===== config.mk =====
export PLATFORM = sky130hd
export DESIGN_NAME = regdest_tracker
export DESIGN_NICKNAME = d
export VERILOG_FILES = /design/src/rtl/regdest_pkg.sv /design/src/rtl/regdest_sel.sv /design/src/rtl/regdest_tracker.sv
export SDC_FILE = /design/constraint.sdc
export NUM_CORES = 1
export LEC_CHECK = 0
export ABC_AREA = 1
export CAP_MARGIN = 20
export CORE_MARGIN = 10
export CORE_UTILIZATION = 35
export CTS_CLUSTER_DIAMETER = 100
export DETAILED_ROUTE_END_ITERATION = 12
export PLACE_DENSITY = 0.75
export SLEW_MARGIN = 10
export SYNTH_ARGS = -nofsm -noshare
export SYNTH_HDL_FRONTEND = slang
export SYNTH_HIERARCHICAL = 1
export SYNTH_SLANG_ARGS = --single-unit

===== constraint.sdc =====
create_clock -name clk -period 2.35 [get_ports clk]
set_clock_uncertainty 0.15 [all_clocks]
set_input_delay 0.47 -clock clk [delete_from_list [all_inputs] [get_ports clk]]
set_output_delay 0.47 -clock clk [all_outputs]
set_load 0.02 [all_outputs]

===== src/rtl/regdest_pkg.sv =====
// Shared definitions for the destination-register tracker family.
//   - SEL_* : encoding of the destination select input
//   - state_t : tracker FSM states
package regdest_pkg;

  localparam logic [1:0] SEL_RT   = 2'd0;
  localparam logic [1:0] SEL_RD   = 2'd1;
  localparam logic [1:0] SEL_RS   = 2'd2;
  localparam logic [1:0] SEL_LINK = 2'd3;

  typedef enum logic [1:0] {
    IDLE = 2'd0,
    HELD = 2'd1,
    WB   = 2'd2
  } state_t;

endpackage


===== src/rtl/regdest_sel.sv =====
// Combinational 4:1 destination-address select.
//   sel       : 0 rt, 1 rd, 2 rs, 3 fixed link register
//   rt/rd/rs  : instruction register fields
//   addr      : selected destination address
module regdest_sel
  import regdest_pkg::*;
#(
  parameter int AW       = 4,
  parameter int LINK_REG = 7
) (
  input  logic [1:0]    sel,
  input  logic [AW-1:0] rt,
  input  logic [AW-1:0] rd,
  input  logic [AW-1:0] rs,
  output logic [AW-1:0] addr
);

  localparam logic [AW-1:0] LINK = AW'(LINK_REG);

  always_comb begin
    addr = LINK;
    case (sel)
      SEL_RT:  addr = rt;
      SEL_RD:  addr = rd;
      SEL_RS:  addr = rs;
      default: addr = LINK;
    endcase
  end

endmodule


===== src/rtl/regdest_tracker.sv =====
// Registered destination-register tracker for the multicycle datapath.
// Latches the selected destination at decode, holds it through EX/MEM,
// and fires a one-cycle register-file write strobe at writeback.
//   clk, rst_n        : clock, async active-low reset
//   sel, rt, rd, rs   : destination select and instruction fields
//   cap_en/wb_en/flush: capture / writeback / cancel controls
//   chk_a, chk_b      : source addresses checked for RAW hazard
//   wa, reg_we        : register-file write port
//   pending, busy     : held-destination flag and one-hot scoreboard
//   hazard            : a source matches the busy destination
//   err               : sticky protocol error
module regdest_tracker
  import regdest_pkg::*;
#(
  parameter int AW           = 4,
  parameter int LINK_REG     = 7,
  parameter int ZERO_PROTECT = 0
) (
  input  logic                 clk,
  input  logic                 rst_n,
  input  logic [1:0]           sel,
  input  logic [AW-1:0]        rt,
  input  logic [AW-1:0]        rd,
  input  logic [AW-1:0]        rs,
  input  logic                 cap_en,
  input  logic                 wb_en,
  input  logic                 flush,
  input  logic [AW-1:0]        chk_a,
  input  logic [AW-1:0]        chk_b,
  output logic [AW-1:0]        wa,
  output logic                 reg_we,
  output logic                 pending,
  output logic [(2**AW)-1:0]   busy,
  output logic                 hazard,
  output logic                 err
);

  localparam int NREG = 2**AW;

  state_t        r_state, w_nxt;
  logic [AW-1:0] r_wa, w_sel_addr;
  logic          r_err, w_cap, w_err_set, w_zero_blk;

  regdest_sel #(.AW(AW), .LINK_REG(LINK_REG)) u_sel (
    .sel (sel),
    .rt  (rt),
    .rd  (rd),
    .rs  (rs),
    .addr(w_sel_addr)
  );

  always_ff @(posedge clk or negedge rst_n) begin
    if (!rst_n) r_state <= IDLE;
    else        r_state <= w_nxt;
  end

  always_comb begin
    w_nxt     = r_state;
    w_cap     = 1'b0;
    w_err_set = 1'b0;
    case (r_state)
      IDLE: begin
        if (wb_en) w_err_set = 1'b1;
        if (cap_en) begin
          w_cap = 1'b1;
          w_nxt = HELD;
        end
      end
      HELD: begin
        // writeback wins over flush; a new capture here is a protocol error
        if (wb_en)       w_nxt = WB;
        else if (flush)  w_nxt = IDLE;
        else if (cap_en) w_err_set = 1'b1;
      end
      WB: begin
        // back-to-back: next instruction's destination captured without a bubble
        if (cap_en) begin
          w_cap = 1'b1;
          w_nxt = HELD;
        end else begin
          w_nxt = IDLE;
        end
      end
      default: w_nxt = IDLE;
    endcase
  end

  always_ff @(posedge clk or negedge rst_n) begin
    if (!rst_n) begin
      r_wa  <= '0;
      r_err <= 1'b0;
    end else begin
      if (w_cap)     r_wa  <= w_sel_addr;
      if (w_err_set) r_err <= 1'b1;
    end
  end

  // register 0 is hard-wired when protected: never busy, never written
  assign w_zero_blk = (ZERO_PROTECT != 0) && (r_wa == '0);

  // decoded from registered state so reset truncates the strobe immediately
  assign pending = (r_state != IDLE);
  assign reg_we  = (r_state == WB) && !w_zero_blk;
  assign busy    = (pending && !w_zero_blk) ? (NREG'(1) << r_wa) : '0;
  assign hazard  = busy[chk_a] | busy[chk_b];
  assign wa      = r_wa;
  assign err     = r_err;

endmodule


# ---- After elaboration in Yosys (flattened, before gate mapping)
# Cells that the tools add are included.
dict set report word_totals {
  reg_bits 7
  input_bits 27
  output_inout_bits 24
  elab_cells 35
}
dict set report classes {
  n_lt_le_gt_ge 2
  eq_ne 6
  shift 1
  n_mux 17
  bitwise 1
  n_reduce_logical 5
}
# operator count
set ops {}
lappend ops {{two-way mux 16 bit} 1}
lappend ops {{<< shifter 1 x 4 -> 16 bit, first input constant} 1}
lappend ops {{case mux 4 bit (3 select lines)} 1}
lappend ops {{less-than comparator 4 x 5 -> 1 bit, second input constant} 2}
lappend ops {{binary-select mux 1 bit (select 4 bit)} 2}
lappend ops {{two-way mux 1 bit} 8}
lappend ops {{two-way mux 2 bit} 3}
lappend ops {{case mux 2 bit (3 select lines)} 1}
lappend ops {{equality test 2 x 1 -> 1 bit, second input constant} 2}
lappend ops {{equality test 2 bit, second input constant} 2}
lappend ops {{zero test 2 bit} 2}
lappend ops {{!= test 3 bit, second input constant} 1}
lappend ops {{!= test 2 bit, second input constant} 1}
lappend ops {{case mux 1 bit (2 select lines)} 1}
lappend ops {{AND reduction 2 bit} 1}
lappend ops {{nonzero test 2 bit} 1}
lappend ops {{OR reduction 2 bit} 1}
lappend ops {{OR 1 bit} 1}

# ---- Logic depth before layout (Yosys ltp)
dict set report logic_depth {
  word_depth 5
  mapped_depth 12
  mapped_depth_nobuf 12
}

# ---- Cells and area by module
# Netlist, hierarchy kept.
# module instances cells_per_inst area_per_inst_um2 seq_area_each_um2
set modules_own_cells {}
lappend modules_own_cells {regdest_tracker 1 156 787.0 175.2}
lappend modules_own_cells {regdest_sel 1 20 103.8 0.0}

# ---- Least setup slack after synthesis
# No wires, ideal clock.
dict set report synth_timing {
  path_kind {register to output}
  from {register r_wa[2] (netlist: wa[2])}
  to {output hazard}
  arrival_ns 1.654
  t_required_ns 1.730
  slack_ns 0.076
  stages_incl_launch_ff 12
  path_buffers 0
  cell_sequence {dfrtp_1 inv_1 nand3_1 nor2_1 nand2_1 nand2_1 nand2_1 nand3_1 nand3_1 nand2_1 inv_1 nand2_1}
}
dict set report synth_between {
  elab_chain_cells 5
  elab_cells_between_ends 7
  classes_between {shift: 1; mux: 5; bitwise: 1}
}
# element line
set synth_lines {}
lappend synth_lines {{from (decl)} regdest_tracker.sv:41} ;# logic [AW-1:0] r_wa, w_sel_addr;
lappend synth_lines {{from (signal assigned)} regdest_tracker.sv:93} ;# if (w_cap) r_wa <= w_sel_addr;
lappend synth_lines {{<< shifter 1 x 4 -> 16 bit *} regdest_tracker.sv:104} ;# assign busy = (pending && !w_zero_blk) ? (NREG'(1) << r_wa) : '0;
lappend synth_lines {{two-way mux 16 bit *} regdest_tracker.sv:104}
lappend synth_lines {{named net busy[9]} regdest_tracker.sv:33} ;# output logic [(2**AW)-1:0] busy,
lappend synth_lines {{binary-select mux 1 bit (select 4 bit)} regdest_tracker.sv:105} ;# assign hazard = busy[chk_a] | busy[chk_b];
lappend synth_lines {{two-way mux 1 bit (not written as such)} regdest_tracker.sv:105}
lappend synth_lines {{OR 1 bit *} regdest_tracker.sv:105}
lappend synth_lines {{to (decl)} regdest_tracker.sv:34} ;# output logic hazard,
# The timed path passes the listed nets; every way through them passes the cells marked *. The select of a mux whose other input is x is not followed.

# ---- Worst setup path after layout
dict set report layout_timing {
  from {register r_wa[3] (netlist: wa[3])}
  to {output hazard}
}
dict set report layout_between {
  elab_chain_cells 5
  elab_cells_between_ends 7
  classes_between {shift: 1; mux: 5; bitwise: 1}
}
# element line
set layout_lines {}
lappend layout_lines {{<< shifter 1 x 4 -> 16 bit *} regdest_tracker.sv:104}
lappend layout_lines {{two-way mux 16 bit *} regdest_tracker.sv:104}
lappend layout_lines {{binary-select mux 1 bit (select 4 bit)} regdest_tracker.sv:105}
lappend layout_lines {{two-way mux 1 bit (not written as such)} regdest_tracker.sv:105}
lappend layout_lines {{OR 1 bit *} regdest_tracker.sv:105}
# Every way passes the cells marked *; elsewhere a longest branch is shown, timed or not. The select of a mux whose other input is x is not followed.

==> impl_metrics.toml <==
[run_status]
outcome = "complete, but fails checks"
violations = "setup timing"

[timing]
fin_crit_ps = 2410
rsz0062_at_grt = "true"
slew_headroom = 0.785
slew_viol_final = 0
hold_viol = 0
setup-violations-final = 2
fmaxAchievable_ghz = 0.414
worst_pin_slew_ps = 321
finalWorstSetupSlack_ps = -63.0
fin_crit_sh = 1.03
finalSetupTns_ps = -91.9

[synth]
ys_seq_elements = 7
ys_top_cells_by_count = "72 x nand2_1, 34 x nand3_1, 28 x inv_1"
synthTopCellsByArea = "nand2_1 30%, dfrtp_1 20%, nand3_1 19%"
synth_warnings = 6
syn_avg_cell_area_um2 = 5.06
ys_seq_area_frac = 0.197
synth_cell_types = 15
yosysMostFrequentCell = "nand2_1"
postSynth.asyncResetShare = 1.00
synth_edf_count = 0
syn-cell-area_um2 = 891
syn_inst = 176
synth_ff_type = "dfrtp_1"
synth_top_area_cell = "nand2_1"
syn-num-nets = 203
synth_top_area_frac = 0.303

[critical_path]
cp_max_fo = 6
startpoint_type = "register"
reg2reg_from = "r_state[0]"
timing.rr.end = "wa[3]"
r2r_cells = 5
cp-end-kind = "output port"
reg2reg_slack_ps = 1060
cp.arrival_ps = 1790
required_ps = 1730
critPathKind = "reg2out"

[route]
drc = 0
dr.first_iter.drc_count = 137
routedWlPerCell_um = 13.7
viasPerCell = 4.84
routed.top_layer = "met4"
wl_met3_um = 354
routed_wl_um = 4040
num_vias = 1429
postRouteAntennaNets = 0
dr_wl_met2_um = 2080
drt-met1-wl_um = 1540
drt_first_pass_iters = 4

[power]
sequentialPowerShare = 0.209
p_total_uw = 785
power.switching_uw = 345
power_leakage_nw = 1.10
vdd_drop_max_v = 0.000546
power.density_nw_per_um2 = 418
power.share.combinational = 0.655
p_clk_frac = 0.136
intPower_uw = 440
switching_share = 0.439

[final_layout]
drive_above_1_share = 0.325
final_cell_area_um2 = 1880
areaGrowthSynthToFinish_pct = 111
post-route-util = 0.764
diodes = 0
nets = 293

[clocking]
clk_path_buf_depth = 2
cts.clk_slew.worst_paths_ps = 50
htree_levels = 1
root_buffer = "clkbuf_4"
clkLatencyLatePin_ps = 250
cts_buffers = 3
tritoncts = "built"
cts_hold_buf = 0
clkSinkCount = 7

[grt]
grt_max_degree = 10
grt_pass1_wl_um = 5910
grt_pass1_vias = 1357
antenna_found_initial = 0
grtUsageTotal = 0.137
gr-total-overflow = 0

[die]
rows = 18
initial_core_util = 0.363
die_x_um = 70.5
design.portCount = 51
die_h_um = 70.5
core-area_um2 = 2450
die_area_um2 = 4960

[run]
drv_cap = 0

[placement]
dp_hpwl_um = 2780
postPlaceCellArea_um2 = 1640
gp_congestion = 0.946
portBuffers = 50

[hold_path]
hp-class = "in2async"
[power by group through the flow]
stage / clock network, mW / registers [mW] / logic, mW
after detailed placement: 0 / 0.154 / 0.404
after global placement: 0 / 0.153 / 0.404
final: 0.106 / 0.164 / 0.514
after CTS: 0.107 / 0.155 / 0.405
after floorplan: 0 / 0.172 / 0.164
after global routing: 0.111 / 0.165 / 0.556
[metrics by stage]
stage | std cells | worst slack [ps] | hold WS (ps)
floorplan | 176 | 75.7 | 24.4
global placement | 284 | -438 | 295
detailed placement | 284 | -433 | 305
CTS | 288 | -97.2 | 334
global route | 295 | -200 | 355
finish | 295 | -63.0 | 326
[sequential cells by signal, summed over array words and instances (netlist names)]
signal and cells:
wa 4, r_state 2, err 1
[layout by cell type (no fill, tap or decap), drive strengths merged]
cell type | synthesis | layout
nand2 | 73 | 73
clkbuf | 0 | 4
nand3 | 34 | 34
o21ai | 3 | 3
and3 | 1 | 1
buf | 3 | 39
clkdlybuf4s15 | 0 | 1
a21oi | 5 | 5
nor3 | 1 | 1
dfrtp | 7 | 7
inv | 30 | 30
clkdlybuf4s50 | 0 | 31
nor2 | 19 | 19
dlymetal6s2s | 0 | 2
dlygate4sd2 | 0 | 15
[per-layer routing]
layer,vias to the layer above,global-route usage
li1,726,-
met1,630,0.153
met2,65,0.245
met3,8,0.0494
met4,0,0.0154
met5,-,0
[logic make-up (layout without fill, tap and decap cells)]
group                  Yosys count  count (layout)  share of synthesized area
AOI/OAI and AO/OA                8               8                     0.0449
DFF                              7               7                      0.197
buffers and inverters           33             122                      0.150
and+or+nand+nor                128             128                      0.608
[worst max-delay path, stage by stage (launching register included)]
cell and delay, ps:
dfrtp_1 440, inv_2 110, nor2_4 250, nand2_1 160
nand2_1 90, nand3_1 70, nand3_1 80, nand3_1 80
nand2_1 70, inv_1 40, nand2_1 60, buf_6 110
[worst max-delay path by stage]
stage / start / to / slack (ps) / depth (start not counted)
5_1_grt: wa[3] / hazard / -200 / 11
3_5_place_dp: chk_a[0] / hazard / -430 / 11
4_1_cts: chk_a[0] / hazard / -100 / 11
2_1_floorplan: wa[2] / hazard / 80 / 11
6_report: wa[3] / hazard / -60 / 11
3_3_place_gp: chk_a[0] / hazard / -440 / 11
[what timing repair did]
action,CTS,global route
setup endpoints to repair,17,3
setup buffers,0,7
pin swaps,1,12
resized for setup,27,52
[layout make-up]
type	instances	area [µm²]
clock buffer	4	26.3
fill	191	579
inverter	30	113
multi-input combinational	136	736
sequential	7	179
tap	30	37.5
timing repair buffer	88	785
Power figures use the tool's default switching activity.
